<file path="config.mk">
export PLATFORM = sky130hd
export DESIGN_NAME = bcd_stopwatch_core_flat
export DESIGN_NICKNAME = d
export VERILOG_FILES = /design/src/rtl/bcd_stopwatch_core_pkg.sv /design/src/rtl/bcd_stopwatch_core_if.sv /design/src/rtl/bcd_stopwatch_core_digit.sv /design/src/rtl/bcd_stopwatch_core.sv /design/src/flat_wrapper.sv
export SDC_FILE = /design/constraint.sdc
export NUM_CORES = 1
export LEC_CHECK = 0
export CAP_MARGIN = 20
export CORE_ASPECT_RATIO = 0.5
export CORE_UTILIZATION = 25
export CTS_CLUSTER_DIAMETER = 150
export DETAILED_ROUTE_END_ITERATION = 8
export REMOVE_ABC_BUFFERS = 1
export SYNTH_ARGS = -nofsm -noshare
export SYNTH_HDL_FRONTEND = slang
export SYNTH_SLANG_ARGS = --single-unit
export TNS_END_PERCENT = 20
</file>
<file path="constraint.sdc">
create_clock -name clk100 -period 2.6 [get_ports clk100]
set_clock_uncertainty 0.1 [all_clocks]
set_input_delay 0.52 -clock clk100 [delete_from_list [all_inputs] [get_ports clk100]]
set_output_delay 0.52 -clock clk100 [all_outputs]
set_load 0.01 [all_outputs]
</file>
<file path="src/rtl/bcd_stopwatch_core_pkg.sv">
// Shared types and helpers for the BCD stopwatch core.
package bcd_stopwatch_core_pkg;

    // Control states of the stopwatch.
    typedef enum logic [1:0] {
        StIdle,
        StRun,
        StPause,
        StDone
    } sw_state_t;

    localparam logic [3:0] BCD_MAX_DIGIT = 4'd9;

    // Clamp an out-of-range digit to the largest legal value for its modulus.
    function automatic logic [3:0] bcd_sanitise(input logic [3:0] digit,
                                                input logic [3:0] modulus);
        if (digit >= modulus) begin
            return modulus - 4'd1;
        end
        return digit;
    endfunction

endpackage

</file>
<file path="src/rtl/bcd_stopwatch_core_if.sv">
// Control/status bundle between the pushbutton front end and the stopwatch core.
interface bcd_stopwatch_core_if #(
    parameter int unsigned N_DIGITS = 4
);
    logic                    start_stop;
    logic                    clear;
    logic                    load;
    logic                    dir;
    logic                    lap;
    logic [4*N_DIGITS-1:0]   load_value;
    logic [4*N_DIGITS-1:0]   count;
    logic [4*N_DIGITS-1:0]   disp;
    logic                    running;
    logic                    done;
    logic                    wrap;
    logic                    tick;

    modport master (
        output start_stop, clear, load, dir, lap, load_value,
        input  count, disp, running, done, wrap, tick
    );

    modport slave (
        input  start_stop, clear, load, dir, lap, load_value,
        output count, disp, running, done, wrap, tick
    );
endinterface

</file>
<file path="src/rtl/bcd_stopwatch_core_digit.sv">
// One BCD digit with programmable modulus, ripple carry/borrow and synchronous load.
module bcd_stopwatch_core_digit #(
    parameter logic [3:0] MOD = 4'd10
) (
    input  logic       clk,
    input  logic       rst_n,
    input  logic       en,
    input  logic       inc,
    input  logic       dec,
    input  logic       load,
    input  logic [3:0] load_value,
    output logic [3:0] value,
    output logic       carry,
    output logic       borrow
);

    logic [3:0] value_q;
    logic       at_top;
    logic       at_zero;

    assign at_top  = (value_q == MOD - 4'd1);
    assign at_zero = (value_q == 4'd0);

    // Carry/borrow only ripple when this digit is actually stepping past its end.
    assign carry  = en & inc & at_top;
    assign borrow = en & dec & at_zero;
    assign value  = value_q;

    // Digit register: load overrides stepping.
    always_ff @(posedge clk or negedge rst_n) begin
        if (!rst_n) begin
            value_q <= 4'd0;
        end else if (load) begin
            value_q <= load_value;
        end else if (en && inc) begin
            value_q <= at_top ? 4'd0 : value_q + 4'd1;
        end else if (en && dec) begin
            value_q <= at_zero ? MOD - 4'd1 : value_q - 4'd1;
        end
    end

endmodule

</file>
<file path="src/rtl/bcd_stopwatch_core.sv">
// N-digit BCD stopwatch/timer: tick divider, run control FSM, lap hold and wrap/done logic.
module bcd_stopwatch_core
    import bcd_stopwatch_core_pkg::*;
#(
    parameter int unsigned N_DIGITS      = 4,
    parameter int unsigned TICK_DIV      = 1000000,
    parameter int unsigned TOP_DIGIT_MOD = 6,
    parameter bit          WRAP_EN       = 1'b1
) (
    input  logic                   clk100,
    input  logic                   reset_n,
    bcd_stopwatch_core_if.slave    bus
);

    localparam int unsigned W     = 4 * N_DIGITS;
    localparam int unsigned DIV_W = (TICK_DIV > 1) ? $clog2(TICK_DIV) : 1;
    localparam logic [DIV_W-1:0] DIV_LAST = DIV_W'(TICK_DIV - 1);

    sw_state_t          state_q, state_d;
    logic [DIV_W-1:0]   div_q, div_d;
    logic               lap_hold_q, lap_hold_d;
    logic [W-1:0]       snap_q, snap_d;
    logic               wrap_q;

    logic [W-1:0]          count_w;
    logic [W-1:0]          load_clean;
    logic [W-1:0]          ld_val;
    logic                  ld;
    logic                  step_up;
    logic                  step_dn;
    logic [N_DIGITS-1:0]   digit_en;
    logic [N_DIGITS-1:0]   carry;
    logic [N_DIGITS-1:0]   borrow;
    logic [N_DIGITS-1:0]   digit_max;
    logic                  at_max;
    logic                  is_zero;
    logic                  is_one;
    logic                  tick_now;

    // A borrow out of the top digit cannot happen: a down-step is never issued at zero.
    logic unused_borrow;
    assign unused_borrow = borrow[N_DIGITS-1];

    for (genvar i = 0; i < N_DIGITS; i++) begin : g_digit
        localparam logic [3:0] DigitMod = (i == N_DIGITS - 1) ? 4'(TOP_DIGIT_MOD)
                                                              : BCD_MAX_DIGIT + 4'd1;
        if (i == 0) begin : g_lsd
            assign digit_en[i] = step_up | step_dn;
        end else begin : g_ripple
            assign digit_en[i] = carry[i-1] | borrow[i-1];
        end

        assign load_clean[4*i +: 4] = bcd_sanitise(bus.load_value[4*i +: 4], DigitMod);
        assign digit_max[i]         = (count_w[4*i +: 4] == DigitMod - 4'd1);

        bcd_stopwatch_core_digit #(
            .MOD (DigitMod)
        ) u_digit (
            .clk        (clk100),
            .rst_n      (reset_n),
            .en         (digit_en[i]),
            .inc        (step_up),
            .dec        (step_dn),
            .load       (ld),
            .load_value (ld_val[4*i +: 4]),
            .value      (count_w[4*i +: 4]),
            .carry      (carry[i]),
            .borrow     (borrow[i])
        );
    end

    assign at_max   = &digit_max;
    assign is_zero  = (count_w == '0);
    assign is_one   = (count_w == W'(1));
    assign tick_now = (state_q == StRun) && (div_q == DIV_LAST);

    // Next-state, divider, count stepping and lap control; clear > load > start_stop > lap.
    always_comb begin
        state_d    = state_q;
        div_d      = div_q;
        lap_hold_d = lap_hold_q;
        snap_d     = snap_q;
        ld         = 1'b0;
        ld_val     = '0;
        step_up    = 1'b0;
        step_dn    = 1'b0;

        if (bus.clear) begin
            state_d    = StIdle;
            div_d      = '0;
            lap_hold_d = 1'b0;
            ld         = 1'b1;
            ld_val     = '0;
        end else if (bus.load) begin
            state_d    = StIdle;
            div_d      = '0;
            lap_hold_d = 1'b0;
            ld         = 1'b1;
            ld_val     = load_clean;
        end else begin
            unique case (state_q)
                StIdle: begin
                    if (bus.start_stop) begin
                        state_d = StRun;
                        div_d   = '0;
                    end
                end
                StRun: begin
                    div_d = tick_now ? '0 : div_q + DIV_W'(1);
                    if (tick_now) begin
                        if (bus.dir) begin
                            if (!at_max) begin
                                step_up = 1'b1;
                            end else if (WRAP_EN) begin
                                step_up = 1'b1;
                            end else begin
                                state_d = StDone;
                            end
                        end else begin
                            if (is_zero) begin
                                state_d = StDone;
                            end else begin
                                step_dn = 1'b1;
                                if (is_one) begin
                                    state_d = StDone;
                                end
                            end
                        end
                    end
                    // A coincident tick is applied first; reaching DONE takes precedence.
                    if (bus.start_stop) begin
                        if (state_d == StRun) begin
                            state_d = StPause;
                        end
                    end else if (bus.lap) begin
                        lap_hold_d = !lap_hold_q;
                        if (!lap_hold_q) begin
                            snap_d = count_w;
                        end
                    end
                end
                StPause: begin
                    // Divider is held so the partial period resumes where it stopped.
                    if (bus.start_stop) begin
                        state_d = StRun;
                    end
                end
                StDone: begin
                    if (bus.start_stop) begin
                        state_d = StIdle;
                    end
                end
                default: state_d = StIdle;
            endcase
        end
    end

    // Control state registers.
    always_ff @(posedge clk100 or negedge reset_n) begin
        if (!reset_n) begin
            state_q    <= StIdle;
            div_q      <= '0;
            lap_hold_q <= 1'b0;
            snap_q     <= '0;
            wrap_q     <= 1'b0;
        end else begin
            state_q    <= state_d;
            div_q      <= div_d;
            lap_hold_q <= lap_hold_d;
            snap_q     <= snap_d;
            // A carry out of the top digit is exactly the max->0 wrap.
            wrap_q     <= carry[N_DIGITS-1];
        end
    end

    assign bus.count   = count_w;
    assign bus.disp    = lap_hold_q ? snap_q : count_w;
    assign bus.running = (state_q == StRun);
    assign bus.done    = (state_q == StDone);
    assign bus.wrap    = wrap_q;
    assign bus.tick    = tick_now;

endmodule

</file>
<file path="src/flat_wrapper.sv">
// flat-port wrapper written by rule: the top's interface ports become plain ports
module bcd_stopwatch_core_flat import bcd_stopwatch_core_pkg::*;
#(
    parameter int unsigned N_DIGITS      = 4,
    parameter int unsigned TICK_DIV      = 1000000,
    parameter int unsigned TOP_DIGIT_MOD = 6,
    parameter bit          WRAP_EN       = 1'b1
)
  (clk100, reset_n, bus_start_stop, bus_clear, bus_load, bus_dir, bus_lap, bus_load_value, bus_count, bus_disp, bus_running, bus_done, bus_wrap, bus_tick);
  bcd_stopwatch_core_if #(.N_DIGITS(N_DIGITS)) bus_i ();
  input  logic clk100;
  input  logic reset_n;
  input wire logic [$bits(bus_i.start_stop)-1:0] bus_start_stop;
  input wire logic [$bits(bus_i.clear)-1:0] bus_clear;
  input wire logic [$bits(bus_i.load)-1:0] bus_load;
  input wire logic [$bits(bus_i.dir)-1:0] bus_dir;
  input wire logic [$bits(bus_i.lap)-1:0] bus_lap;
  input wire logic [$bits(bus_i.load_value)-1:0] bus_load_value;
  output wire logic [$bits(bus_i.count)-1:0] bus_count;
  output wire logic [$bits(bus_i.disp)-1:0] bus_disp;
  output wire logic [$bits(bus_i.running)-1:0] bus_running;
  output wire logic [$bits(bus_i.done)-1:0] bus_done;
  output wire logic [$bits(bus_i.wrap)-1:0] bus_wrap;
  output wire logic [$bits(bus_i.tick)-1:0] bus_tick;
  assign bus_i.start_stop = bus_start_stop;
  assign bus_i.clear = bus_clear;
  assign bus_i.load = bus_load;
  assign bus_i.dir = bus_dir;
  assign bus_i.lap = bus_lap;
  assign bus_i.load_value = bus_load_value;
  assign bus_count = bus_i.count;
  assign bus_disp = bus_i.disp;
  assign bus_running = bus_i.running;
  assign bus_done = bus_i.done;
  assign bus_wrap = bus_i.wrap;
  assign bus_tick = bus_i.tick;
  bcd_stopwatch_core #(.N_DIGITS(N_DIGITS), .TICK_DIV(TICK_DIV), .TOP_DIGIT_MOD(TOP_DIGIT_MOD), .WRAP_EN(WRAP_EN)) u_core (.clk100(clk100), .reset_n(reset_n), .bus(bus_i));
endmodule
</file>
; Yosys cells after proc, flatten, opt, wreduce, memory -nomap -nowiden
; Cells that the tools add are included.
; Widths: inputs -> output; s select.
[op_classes]
addsub = 9
order_cmp = 4
eq_ne = 14
mux = 72
bitwise = 21
n_reduce_logical = 28
[ops]
columns = operator, count
row1 = $mux 4, 28
row2 = $mux 20, 4
row3 = $mux 16, 3
row4 = $pmux 20 s2, 1
row5 = $mux 2, 13
row6 = $mux 1, 22
row7 = $add 20x1->20 const B, 1
row8 = $eq 20x20->1 const B, 1
row9 = $reduce_bool 3->1, 6
row10 = $add 4x1->4 const B, 4
row11 = $eq 16x1->1 const B, 1
row12 = $logic_not 16->1, 1
row13 = $logic_not 4->1, 4
row14 = $sub 4x1->4 const B, 4
row15 = $and 1x1->1, 14
row16 = $eq 4x4->1 const B, 3
row17 = $ge 4x4->1 const B, 3
row18 = $logic_and 1x1->1, 9
row19 = $ne 4x4->1 const B, 2
row20 = $pmux 2 s3, 1
row21 = $reduce_and 5->1, 1
row22 = $eq 2x1->1 const B, 2
row23 = $eq 2x2->1 const B, 2
row24 = $eq 4x3->1 const B, 1
row25 = 11 further kinds, 17
[totals]
regBits = 56
output_inout_bits = 36

; Logic depth before layout (Yosys ltp)
; Gate-level depths: netlist of run 1.
[logic_depth]
depth_word = 21
mapped_depth = 9
depth_no_buf = 8

; Cells and area by module
; Synthesis of run 1 repeated with hierarchy kept, for this count alone.
[hier_totals]
hier_cells = 444
hier_area_um2 = 3832.4
[modules_own_cells]
columns = mod, instances, cells_per_inst, area_per_inst_um2
row1 = bcd_stopwatch_core, 1, 249, 2378.5
row2 = bcd_stopwatch_core_digit at u_core.g_digit[0].u_digit ..., 3, 50, 369.1
row3 = bcd_stopwatch_core_digit at u_core.g_digit[3].u_digit, 1, 45, 346.6

; Worst setup path before layout of run 1
; Ideal clock, no wire load.
[synth_timing]
path_type = input to register
startpoint = input bus_load
endpoint = register u_core.g_digit[2].u_digit.value_q[1]
arrival_ns = 2.610
slack_ns = -0.209
path_stages = 8
path_buffers = 2
cell_sequence = buf_2 -> or4b_4 -> buf_6 -> nor4_4 -> a21o_4 -> nand2_4 -> or4_1 -> a311oi_1
[synth_between]
elab_chain_cells = 12
elab_cells_between_ends = 24
[synth_lines]
columns = item, line_no
row1 = start: declaration, flat_wrapper.sv:15  ; input wire logic [$bits(bus_i.load)-1:0] bus_load;
row2 = $mux 1, bcd_stopwatch_core.sv:94  ; end else if (bus.load) begin
row3 = $mux 1, bcd_stopwatch_core.sv:88  ; if (bus.clear) begin
row4 = $or 1x1->1, bcd_stopwatch_core.sv:48  ; assign digit_en[i] = step_up | step_dn;
row5 = $and 1x1->1 (on tied branches) (2 in series), "bcd_stopwatch_core_digit.sv:25, bcd_stopwatch_core_digit.sv:26"
row6 = $or 1x1->1, bcd_stopwatch_core.sv:50  ; assign digit_en[i] = carry[i-1] | borrow[i-1];
row7 = $and 1x1->1 (on tied branches) (2 in series), "bcd_stopwatch_core_digit.sv:25, bcd_stopwatch_core_digit.sv:26"
row8 = $or 1x1->1, bcd_stopwatch_core.sv:50
row9 = $logic_and 1x1->1, bcd_stopwatch_core_digit.sv:35  ; end else if (en && inc) begin
row10 = $mux 4, bcd_stopwatch_core_digit.sv:35
row11 = $mux 4, bcd_stopwatch_core_digit.sv:33  ; end else if (load) begin
row12 = end signal: assignment, bcd_stopwatch_core_digit.sv:34  ; value_q <= load_value;
row13 = end signal: assignment, bcd_stopwatch_core_digit.sv:36  ; value_q <= at_top ? 4'd0 : value_q + 4'd1;
row14 = end signal: assignment, bcd_stopwatch_core_digit.sv:38  ; value_q <= at_zero ? MOD - 4'd1 : value_q - 4'd1;
row15 = end: declaration, bcd_stopwatch_core_digit.sv:17  ; logic [3:0] value_q;
; Several ways; a longest one is shown, not always the timed one.
; A chain may end at the register's enable or synchronous reset.

; Worst setup path in the final report of run 1
[layout_timing]
startpoint = input bus_load
endpoint = register u_core.g_digit[3].u_digit.value_q[1]
[layout_between]
elab_chain_cells = 15
elab_cells_between_ends = 29
[layout_lines]
columns = item, line_no
row1 = $mux 1, bcd_stopwatch_core.sv:94
row2 = $mux 1, bcd_stopwatch_core.sv:88
row3 = $or 1x1->1, bcd_stopwatch_core.sv:48
row4 = $and 1x1->1 (on tied branches) (2 in series), "bcd_stopwatch_core_digit.sv:25, bcd_stopwatch_core_digit.sv:26"
row5 = $or 1x1->1, bcd_stopwatch_core.sv:50
row6 = $and 1x1->1 (on tied branches) (2 in series), "bcd_stopwatch_core_digit.sv:25, bcd_stopwatch_core_digit.sv:26"
row7 = $or 1x1->1, bcd_stopwatch_core.sv:50
row8 = $and 1x1->1 (on tied branches) (2 in series), "bcd_stopwatch_core_digit.sv:25, bcd_stopwatch_core_digit.sv:26"
row9 = $or 1x1->1, bcd_stopwatch_core.sv:50
row10 = $logic_and 1x1->1, bcd_stopwatch_core_digit.sv:35
row11 = $mux 4, bcd_stopwatch_core_digit.sv:35
row12 = $mux 4, bcd_stopwatch_core_digit.sv:33
row13 = end signal: assignment, bcd_stopwatch_core_digit.sv:34
row14 = end signal: assignment, bcd_stopwatch_core_digit.sv:36
row15 = end signal: assignment, bcd_stopwatch_core_digit.sv:38
row16 = end: declaration, bcd_stopwatch_core_digit.sv:17
; Several ways; a longest one is shown, not always the timed one.

==> impl_metrics.ini, run 1 <==
[yosys]
synth_top_area_share_pct = 36.51
synth.distinct_cells = 65
netlist_area_um2 = 3839
synth_flop_cell = dfrtp_1
ys_warn_count = 0
synth_edf_count = 0
yosysTopAreaCell = dfrtp_1
ys_seq_elements = 56
async_flop_share_pct = 100.0
yosysSeqAreaShare_pct = 36.51
avgSynthCellArea_um2 = 8.704
syn_inst = 441
synth.top_cells.by_area = dfrtp_1 37%, mux2_2 7.9%, nand2_1 4.9%, nor2_1 4.4%, o21ai_0 3.8%

[grt]
grt.overflow.total = 0
gr-usage-all-layers_pct = 14.95
grt_pass1_vias = 3682
grt_antenna_before_repair = 0
grt_pass1_wl_mm = 18.73
grt_max_degree = 57

[placement]
preCtsSetupSlack_ns = -0.5393
port_buffers = 58
gp_congestion = 0.9662
place_inst = 751
dp_hpwl_mm = 8.577

[route]
via_per_inst = 5.057
first_pass_iters = 5
drc = 0
drt-total-wl_mm = 11.59
drt_iter0_drc = 333
wire_per_inst_um = 15.29
num_vias = 3833
postRouteAntennaNets = 0

[critical_path]
crit_required_ns = 2.67
worstPathMaxFanout = 5
critPathCaptureType = register
ff2ff_path_depth = 7
critPathLaunchType = primary input
cp.arrival_ns = 2.68
crit_type = in -> reg

[finish]
num-fill-cells = 1482
finalNetCount = 583
layout-drive-gt1-share_pct = 24.82
regArea_um2 = 1401
antenna_cells = 0
final_cells = 758
area_delta_synth_final_pct = 41.53
multiInputGateArea_um2 = 2337

[cts]
cts_max_level = 2
cts_hold_buffers = 0
cts_buffers = 5
clk_latency_ns = 0.30
cts_root_buffer = clkbuf_16
cts_tree = done
post_cts_buffers = 0
cts.sink_count = 56
cts.clk_slew.worst_paths_ns = 0.07
cts.path.max_buffers = 2

[sta]
max_clock_freq_mhz = 383.2
rsz0062_at_grt = yes
layout_min_cycle_time_ns = 2.609
slew_violations = 0
period_share_pct = 100.4
setup_ws_ns = -0.009357
finalHoldViolations = 0
worstMarginPinSlew_ns = 0.7334
tns_ns = -0.009357
finalSetupViolCount = 1
slew_headroom_pct = 51.10

[run_status]
violations = setup timing
run_status = complete, but fails checks

[floorplanning]
core_um2 = 14740
rows = 31
die_y_um = 89.62
io_pins = 59
fp.dieArea_um2 = 15880
initial_core_util_pct = 26.04
die_w_um = 177.2

[pwr]
power.density_nw_per_um2 = 439.3
leakage_nw = 2.337
ir_drop_v = 0.0002221

[hold_path]
holdCritPathClass = in -> async

[run]
drv_cap = 0
[routing by layer]
layer	wire length, µm	vias to the layer above	share of wire [%]	GRT usage, %
met4	176	0	1.5	4.154
met1	5550	1839	48	20.11
li1	-	1867	-	-
met5	0	-	0	0
met2	5306	110	46	25.39
met3	554	17	4.8	2.062
[cell families (layout without fill, tap and decap cells)]
kind of cell	after synthesis	count (layout)	synth area share [%]
mux	37	37	10.53
fa+ha+maj	1	1	0.3259
buf+inv	41	160	4.530
flops	56	56	36.51
xor+xnor	22	22	5.019
compound gates	92	92	15.97
simple gates	192	192	27.12
[final cells by class]
class,instances,share of cell area [%]
multi-input cells,344,43.02
flip-flops and latches,56,25.79
repair buffers,137,21.63
well taps,198,4.560
clock buffers,5,2.303
clock inverters,3,1.658
inverters,15,1.036
[timing repair]
action | in CTS | in global routing
endpoints found under the setup margin | 24 | 30
gates cloned | 0 | 0
gates resized for setup | 19 | 5
pin swaps | 6 | 1
[placed cells by master, fill, tap and decap left out, drive strengths merged, types with 3 or more instances in the layout]
cell type      netlist  layout
buf                  6      81
dfrtp               56      56
clkdlybuf4s50        0      55
nand2               51      51
nor2                45      45
o21ai               30      30
mux2                27      27
inv                 14      14
nand4               13      13
nand3               12      12
xor2                11      11
a21oi               11      11
xnor2               11      11
nor4                11      11
mux2i               10      10
nor3                10      10
and2                10      10
a211oi               9       9
a21o                 7       7
nand2b               5       5
o211ai               5       5
clkbuf              20       5
or4b                 5       5
and4                 4       4
or3                  4       4
o31ai                4       4
a31oi                4       4
a2111oi              4       4
nand4bb              3       3
nor3b                3       3
bufinv               0       3
[power breakdown]
group	internal [mW]	switching [mW]
clock	0.650	0.328
sequential	0.906	0.0282
combinational	0.233	0.242
total	1.79	0.597
[registers in the layout, summed over array words and instances, names as in the netlist]
register / flops
u_core.bus.wrap: 1
u_core.div_q: 20
u_core.g_digit.u_digit.value: 16
u_core.lap_hold_q: 1
u_core.snap_q: 16
u_core.state_q: 2
[cell usage after synthesis (3+ instances only)]
cell,count
a2111oi_0,4
a211oi_1,9
a21o_1,6
a21oi_1,11
a31oi_1,4
and2_1,10
and4_1,4
buf_2,4
clkbuf_1,20
dfrtp_1,56
inv_1,14
mux2_2,27
mux2i_1,10
nand2_1,50
nand2b_1,5
nand3_1,12
nand4_1,13
nand4bb_1,3
nor2_1,45
nor3_1,10
nor3b_1,3
nor4_1,9
o211ai_1,5
o21ai_0,29
o31ai_1,4
or3_1,4
or4b_1,3
xnor2_1,11
xor2_1,11
[critical path, stage by stage]
cell and delay, ns:
clkdlybuf4s50_1 0.45, or4b_4 0.55, or3_1 0.45, nor2_2 0.18
a21o_1 0.19, nor4b_1 0.25, a2111oi_1 0.08
[through the flow]
step	hold slack [ns]	utilization [%]	instance area [µm²]	power (mW)
after floorplan	0.1244	-	3721	1.153
after global placement	0.3805	34.99	5157	1.414
after detailed placement	0.3913	34.99	5157	1.418
after CTS	0.2959	36.80	5424	2.412
after global routing	0.3323	36.86	5433	2.497
final	0.2552	36.86	5433	2.387
[final timing paths]
path / from / endpoint / slack (ns)
max: bus_load / u_core.g_digit[3].u_digit.value[1]$_DFFE_PN0P_ / -0.009
min: reset_n / u_core.g_digit[1].u_digit.value[0]$_DFFE_PN0P_ / 0.26
max reg2reg: u_core.div_q[10]$_DFFE_PN0P_ / u_core.g_digit[2].u_digit.value[1]$_DFFE_PN0P_ / 0.07
min reg2reg: u_core.snap_q[9]$_DFFE_PN0P_ / u_core.snap_q[9]$_DFFE_PN0P_ / 0.40
max in group asynchronous: reset_n / u_core.div_q[1]$_DFFE_PN0P_ / 1.65
min in group clk100: u_core.snap_q[9]$_DFFE_PN0P_ / u_core.snap_q[9]$_DFFE_PN0P_ / 0.40
(Power assumes the default switching activity.)
==> run 2, diff against run 1 <==
REMOVE_ABC_BUFFERS = default   (was 1)
==> run 2 against run 1 <==
  * Wire length up 0.23%
  * Sequential power hardly changed
  * Critical path depth did not move
  * Sequential share of layout area grew 0.20 points
  * Core utilization decreased by 0.29 points
  * Cell area fell by 0.78%
  * Worst hold slack got worse by 0.15 ns
  * The run now ends clean
  * Total power is 11% lower
  * Non-clock buffer count grew 2
  * Count of clock-buffer cells in the layout unchanged
  * First-iteration DRC count down 37%
==> impl_metrics.ini, run 2 (synthesis gave the netlist of run 1 again) <==
[critical_path]
critPathLaunchType = register
crit_family = simple AND/OR/NAND/NOR gates
cp_slowest_stage_delay_ns = 0.56
crit_type = reg -> out
crit_required_ns = 1.98
cp.arrival_ns = 1.97
crit_slowest_cell = or4b_4
critical_path.cell_chain = or4b_4, nor4_4, buf_4, and2_4, nand2_2, inv_2, buf_6
critPathCaptureType = output pin
crit_buf_inv = 3
worstPathMaxFanout = 2

[grt]
grt_pass1_vias = 3630
grt_max_degree = 57
gr-usage-all-layers_pct = 15.07
grt_antenna_before_repair = 0
grt.overflow.total = 0
grt_pass1_wl_mm = 18.86

[route]
first_pass_iters = 4
drt_iter0_drc = 209
wire_per_inst_um = 15.28
postRouteAntennaNets = 0
via_per_inst = 4.995
drt-total-wl_mm = 11.62
num_vias = 3796
drc = 0

[sta]
whs_ns = 0.1006
rsz0062_at_grt = yes
worstMarginPinSlew_ns = 0.5677
slew_headroom_pct = 61.90
layout_min_cycle_time_ns = 2.585
finalSetupViolCount = 0
finalHoldViolations = 0
period_share_pct = 99.43
setup_ws_ns = 0.01473
slew_violations = 0
max_clock_freq_mhz = 386.8

[floorplanning]
core_um2 = 14740
io_pins = 59
initial_core_util_pct = 26.04
die_y_um = 89.62
die_w_um = 177.2
fp.dieArea_um2 = 15880
rows = 31

[run_status]
run_status = complete, no violations

[cts]
cts_tree = done
cts.sink_count = 56
cts.clk_slew.worst_paths_ns = 0.08
cts_hold_buffers = 0
cts_root_buffer = clkbuf_16
clk_latency_ns = 0.31
cts_buffers = 5
cts_max_level = 2
cts.path.max_buffers = 2

[finish]
antenna_cells = 0
layout-drive-gt1-share_pct = 24.91
regMostFlops = u_core.div_q
final_cell_mix = 78 x buf_4, 56 x dfrtp_1, 54 x clkdlybuf4s50_1
final_util_pct = 36.57
postLayoutCellArea_um2 = 5390
finalNetCount = 585
mostFrequentLayoutCell = buf_4
largest_reg_flops = 20
area_delta_synth_final_pct = 40.42

[pwr]
p_total_mw = 2.124
power.density_nw_per_um2 = 394.0
ir_drop_v = 0.0002392
leakage_nw = 2.325

[hold_path]
holdCritPathClass = in -> async

[placement]
port_buffers = 58
place_area_um2 = 5140
preCtsSetupSlack_ns = -0.4577
dp_hpwl_mm = 8.573
gp_congestion = 0.8295

[yosys]
syn_nets = 465

[run]
drv_cap = 0
==> run 2: what timing repair did <==
item	CTS	global route
gates cloned	0	0
endpoints found under the setup margin	23	10
pin swaps	4	6
buffers inserted	0	5
resized for setup	15	7
==> run 2: final cells by class <==
type | count | area, µm²
Clock buffer | 5 | 125.1
Sequential cell | 56 | 1401
Clock inverter | 3 | 21.27
Timing Repair Buffer | 139 | 1219
Multi-Input combinational cell | 344 | 2320
Inverter | 15 | 56.30
Tap cell | 198 | 247.7
Fill cell | 1487 | 9349
==> run 2: per-stage QoR <==
step                      setup TNS [ns]  instances
after CTS                              0        755
after detailed placement          -4.777        747
after global placement            -4.973        747
after floorplan                        0        441
final                                  0        760
after global routing             -0.1255        760
==> run 2: final timing paths <==
path,startpoint,to,slack (ns),cells after the start
min,reset_n,u_core.snap_q[2]$_DFFE_PN0P_,0.10,2
max reg2reg,u_core.div_q[12]$_DFFE_PN0P_,u_core.g_digit[2].u_digit.value[1]$_DFFE_PN0P_,0.06,8
min reg2reg,u_core.snap_q[4]$_DFFE_PN0P_,u_core.snap_q[4]$_DFFE_PN0P_,0.41,1
max,u_core.div_q[12]$_DFFE_PN0P_,bus_tick,0.01,7
min in group clk100,u_core.snap_q[4]$_DFFE_PN0P_,u_core.snap_q[4]$_DFFE_PN0P_,0.41,1
max in group asynchronous,reset_n,u_core.snap_q[12]$_DFFE_PN0P_,2.03,2
==> run 2: routing by layer <==
metal	GRT usage [%]	vias up	part of all wire [%]
met5	0	-	0
met4	4.781	0	1.4
met3	2.273	14	4.0
met2	23.90	88	44
met1	21.19	1841	51
li1	-	1853	-
==> run 2: power breakdown <==
part           total, mW  internal, mW  switching [mW]
combinational      0.460         0.225           0.235
clock              0.726         0.361           0.365
sequential         0.938         0.906          0.0320
==> run 3, diff against run 2 <==
clock period = 2.8 ns   (was 2.6 ns; I/O delays follow)
==> run 3 against run 2 <==
  * Worst hold slack better by 0.16 ns
  * Combinational power is 10% lower
  * Wire length is 1.6% lower
  * Critical path depth stayed put
  * Flip-flop and latch count stayed put
  * Critical endpoint unchanged
  * Critical path type unchanged
  * Cell area is 3.6% lower
  * Core utilization is 1.3 points lower
==> impl_metrics.ini, run 3 (synthesis gave the netlist of run 1 again) <==
[grt]
grt_max_degree = 36
grt_pass1_vias = 3478
grt_pass1_wl_mm = 18.54
grt-busiest-layer = met2
grtUsageMet3_pct = 2.104
grt_antenna_before_repair = 0
grt_use_met2_pct = 23.51
grt.overflow.total = 0
gr-usage-all-layers_pct = 14.97
gr-usage-met1_pct = 21.64

[sta]
finalHoldViolations = 0
layout_min_cycle_time_ns = 2.726
slew_headroom_pct = 44.53
finalSetupViolCount = 0
worstMarginPinSlew_ns = 0.8321
slew_violations = 0
period_share_pct = 97.37
max_clock_freq_mhz = 366.8
whs_ns = 0.2607
rsz0062_at_grt = yes
setup_ws_ns = 0.07361

[critical_path]
critPathCaptureType = output pin
crit_required_ns = 2.14
rr_startpoint = u_core.div_q[10]$_DFFE_PN0P_
ff2ff_path_depth = 8
critPathLaunchType = register
crit_type = reg -> out
r2r_slack_ns = 0.17
crit_start = u_core.div_q[10]$_DFFE_PN0P_
reg2reg_to = u_core.g_digit[2].u_digit.value[1]$_DFFE_PN0P_
worstPathMaxFanout = 2
cp.arrival_ns = 2.07
endpoint = bus_tick

[cts]
cts_tree = done
cts.clk_slew.worst_paths_ns = 0.07
cts_max_level = 2
cts_buffers = 5
cts_hold_buffers = 0
cts_root_buffer = clkbuf_16
clk_latency_ns = 0.30
cts.sink_count = 56
cts.path.max_buffers = 2

[route]
num_vias = 3689
wire_per_inst_um = 15.38
first_pass_iters = 4
drt_iter0_drc = 226
postRouteAntennaNets = 0
via_per_inst = 4.965
drt-total-wl_mm = 11.43
drc = 0

[placement]
gp_congestion = 0.8505
dp_hpwl_mm = 8.613
place_inst = 734
port_buffers = 58
preCtsSetupSlack_ns = -0.2280
place_area_um2 = 5017

[finish]
final_cells = 743
regMostFlops = u_core.div_q
largest_reg_flops = 20
antenna_cells = 0
postLayoutCellArea_um2 = 5196
area_delta_synth_final_pct = 35.36
layout-drive-gt1-share_pct = 21.65
final_cell_mix = 64 x buf_4, 56 x clkdlybuf4s50_1, 56 x dfrtp_1
mostFrequentLayoutCell = buf_4
finalNetCount = 568

[floorplanning]
fp.dieArea_um2 = 15880
io_pins = 59
die_y_um = 89.62
rows = 31
die_w_um = 177.2
core_um2 = 14740
initial_core_util_pct = 26.04

[yosys]
syn_nets = 465

[pwr]
power.density_nw_per_um2 = 371.1
ir_drop_v = 0.0002170
leakage_nw = 2.189

[run_status]
run_status = complete, no violations

[run]
drv_cap = 0

[hold_path]
holdCritPathClass = in -> async
[run 3: cell types whose count changed in the layout (fill, tap and decap cells not counted), moves of 2 or more]
| cell | delta |
|---|---|
| buf_4 | -14 |
| buf_12 | -2 |
| buf_6 | -2 |
| clkdlybuf4s50_1 | +2 |
| dlymetal6s2s_1 | -2 |
[run 3: layout make-up]
cell class                 count  area, µm²
fill                        1536       9543
multi-input combinational    344       2286
sequential                    56       1401
timing repair buffer         122       1057
tap                          198      247.7
clock buffer                   5      125.1
inverter                      15      56.30
clock inverter                 3      22.52
[run 3: worst min path at each step]
stage	depth (start not counted)	slack, ns	end
floorplan	0	0.16	u_core.bus.wrap$_DFF_PN0_
detailed placement	1	0.39	u_core.snap_q[1]$_DFFE_PN0P_
CTS	1	0.30	u_core.div_q[16]$_DFFE_PN0P_
finish	1	0.26	u_core.div_q[16]$_DFFE_PN0P_
global route	1	0.34	u_core.div_q[16]$_DFFE_PN0P_
global placement	1	0.38	u_core.snap_q[9]$_DFFE_PN0P_
[run 3: repair_timing]
item	in CTS	in global routing
endpoints found under the hold margin	0	0
endpoints found under the setup margin	1	9
resized for setup	6	4
pin swaps	1	1
buffers inserted	1	0
cloned	0	0
[run 3: worst max-delay path, stage by stage, from the launching register on]
cell	delay [ns]
dfrtp_1	0.39
or4b_4	0.55
nor4_2	0.15
buf_4	0.16
and2_1	0.15
nand2_2	0.08
inv_2	0.08
clkdlybuf4s15_2	0.21
[run 3: per-stage QoR]
| step | power, mW | utilization, % | TNS (ns) |
|---|---|---|---|
| after detailed placement | 1.301 | 34.04 | -1.662 |
| after global placement | 1.299 | 34.04 | -1.139 |
| after CTS | 1.957 | 35.17 | 0 |
| after global routing | 2.032 | 35.25 | -0.03009 |
| after floorplan | 1.087 | - | 0 |
| final | 1.928 | 35.25 | 0 |
[run 3: power by group]
group	internal [mW]	total, mW	switching (mW)
sequential	0.841	0.873	0.0317
combinational	0.200	0.413	0.212
clock	0.336	0.642	0.307
total	1.38	1.93	0.550
[run 3: per-layer routing]
metal	up-vias	routed length (µm)	share of wire [%]
li1	1815	-	-
met4	0	136	1.2
met3	12	521	4.6
met1	1779	5764	50
met2	83	5002	44
met5	-	0	0
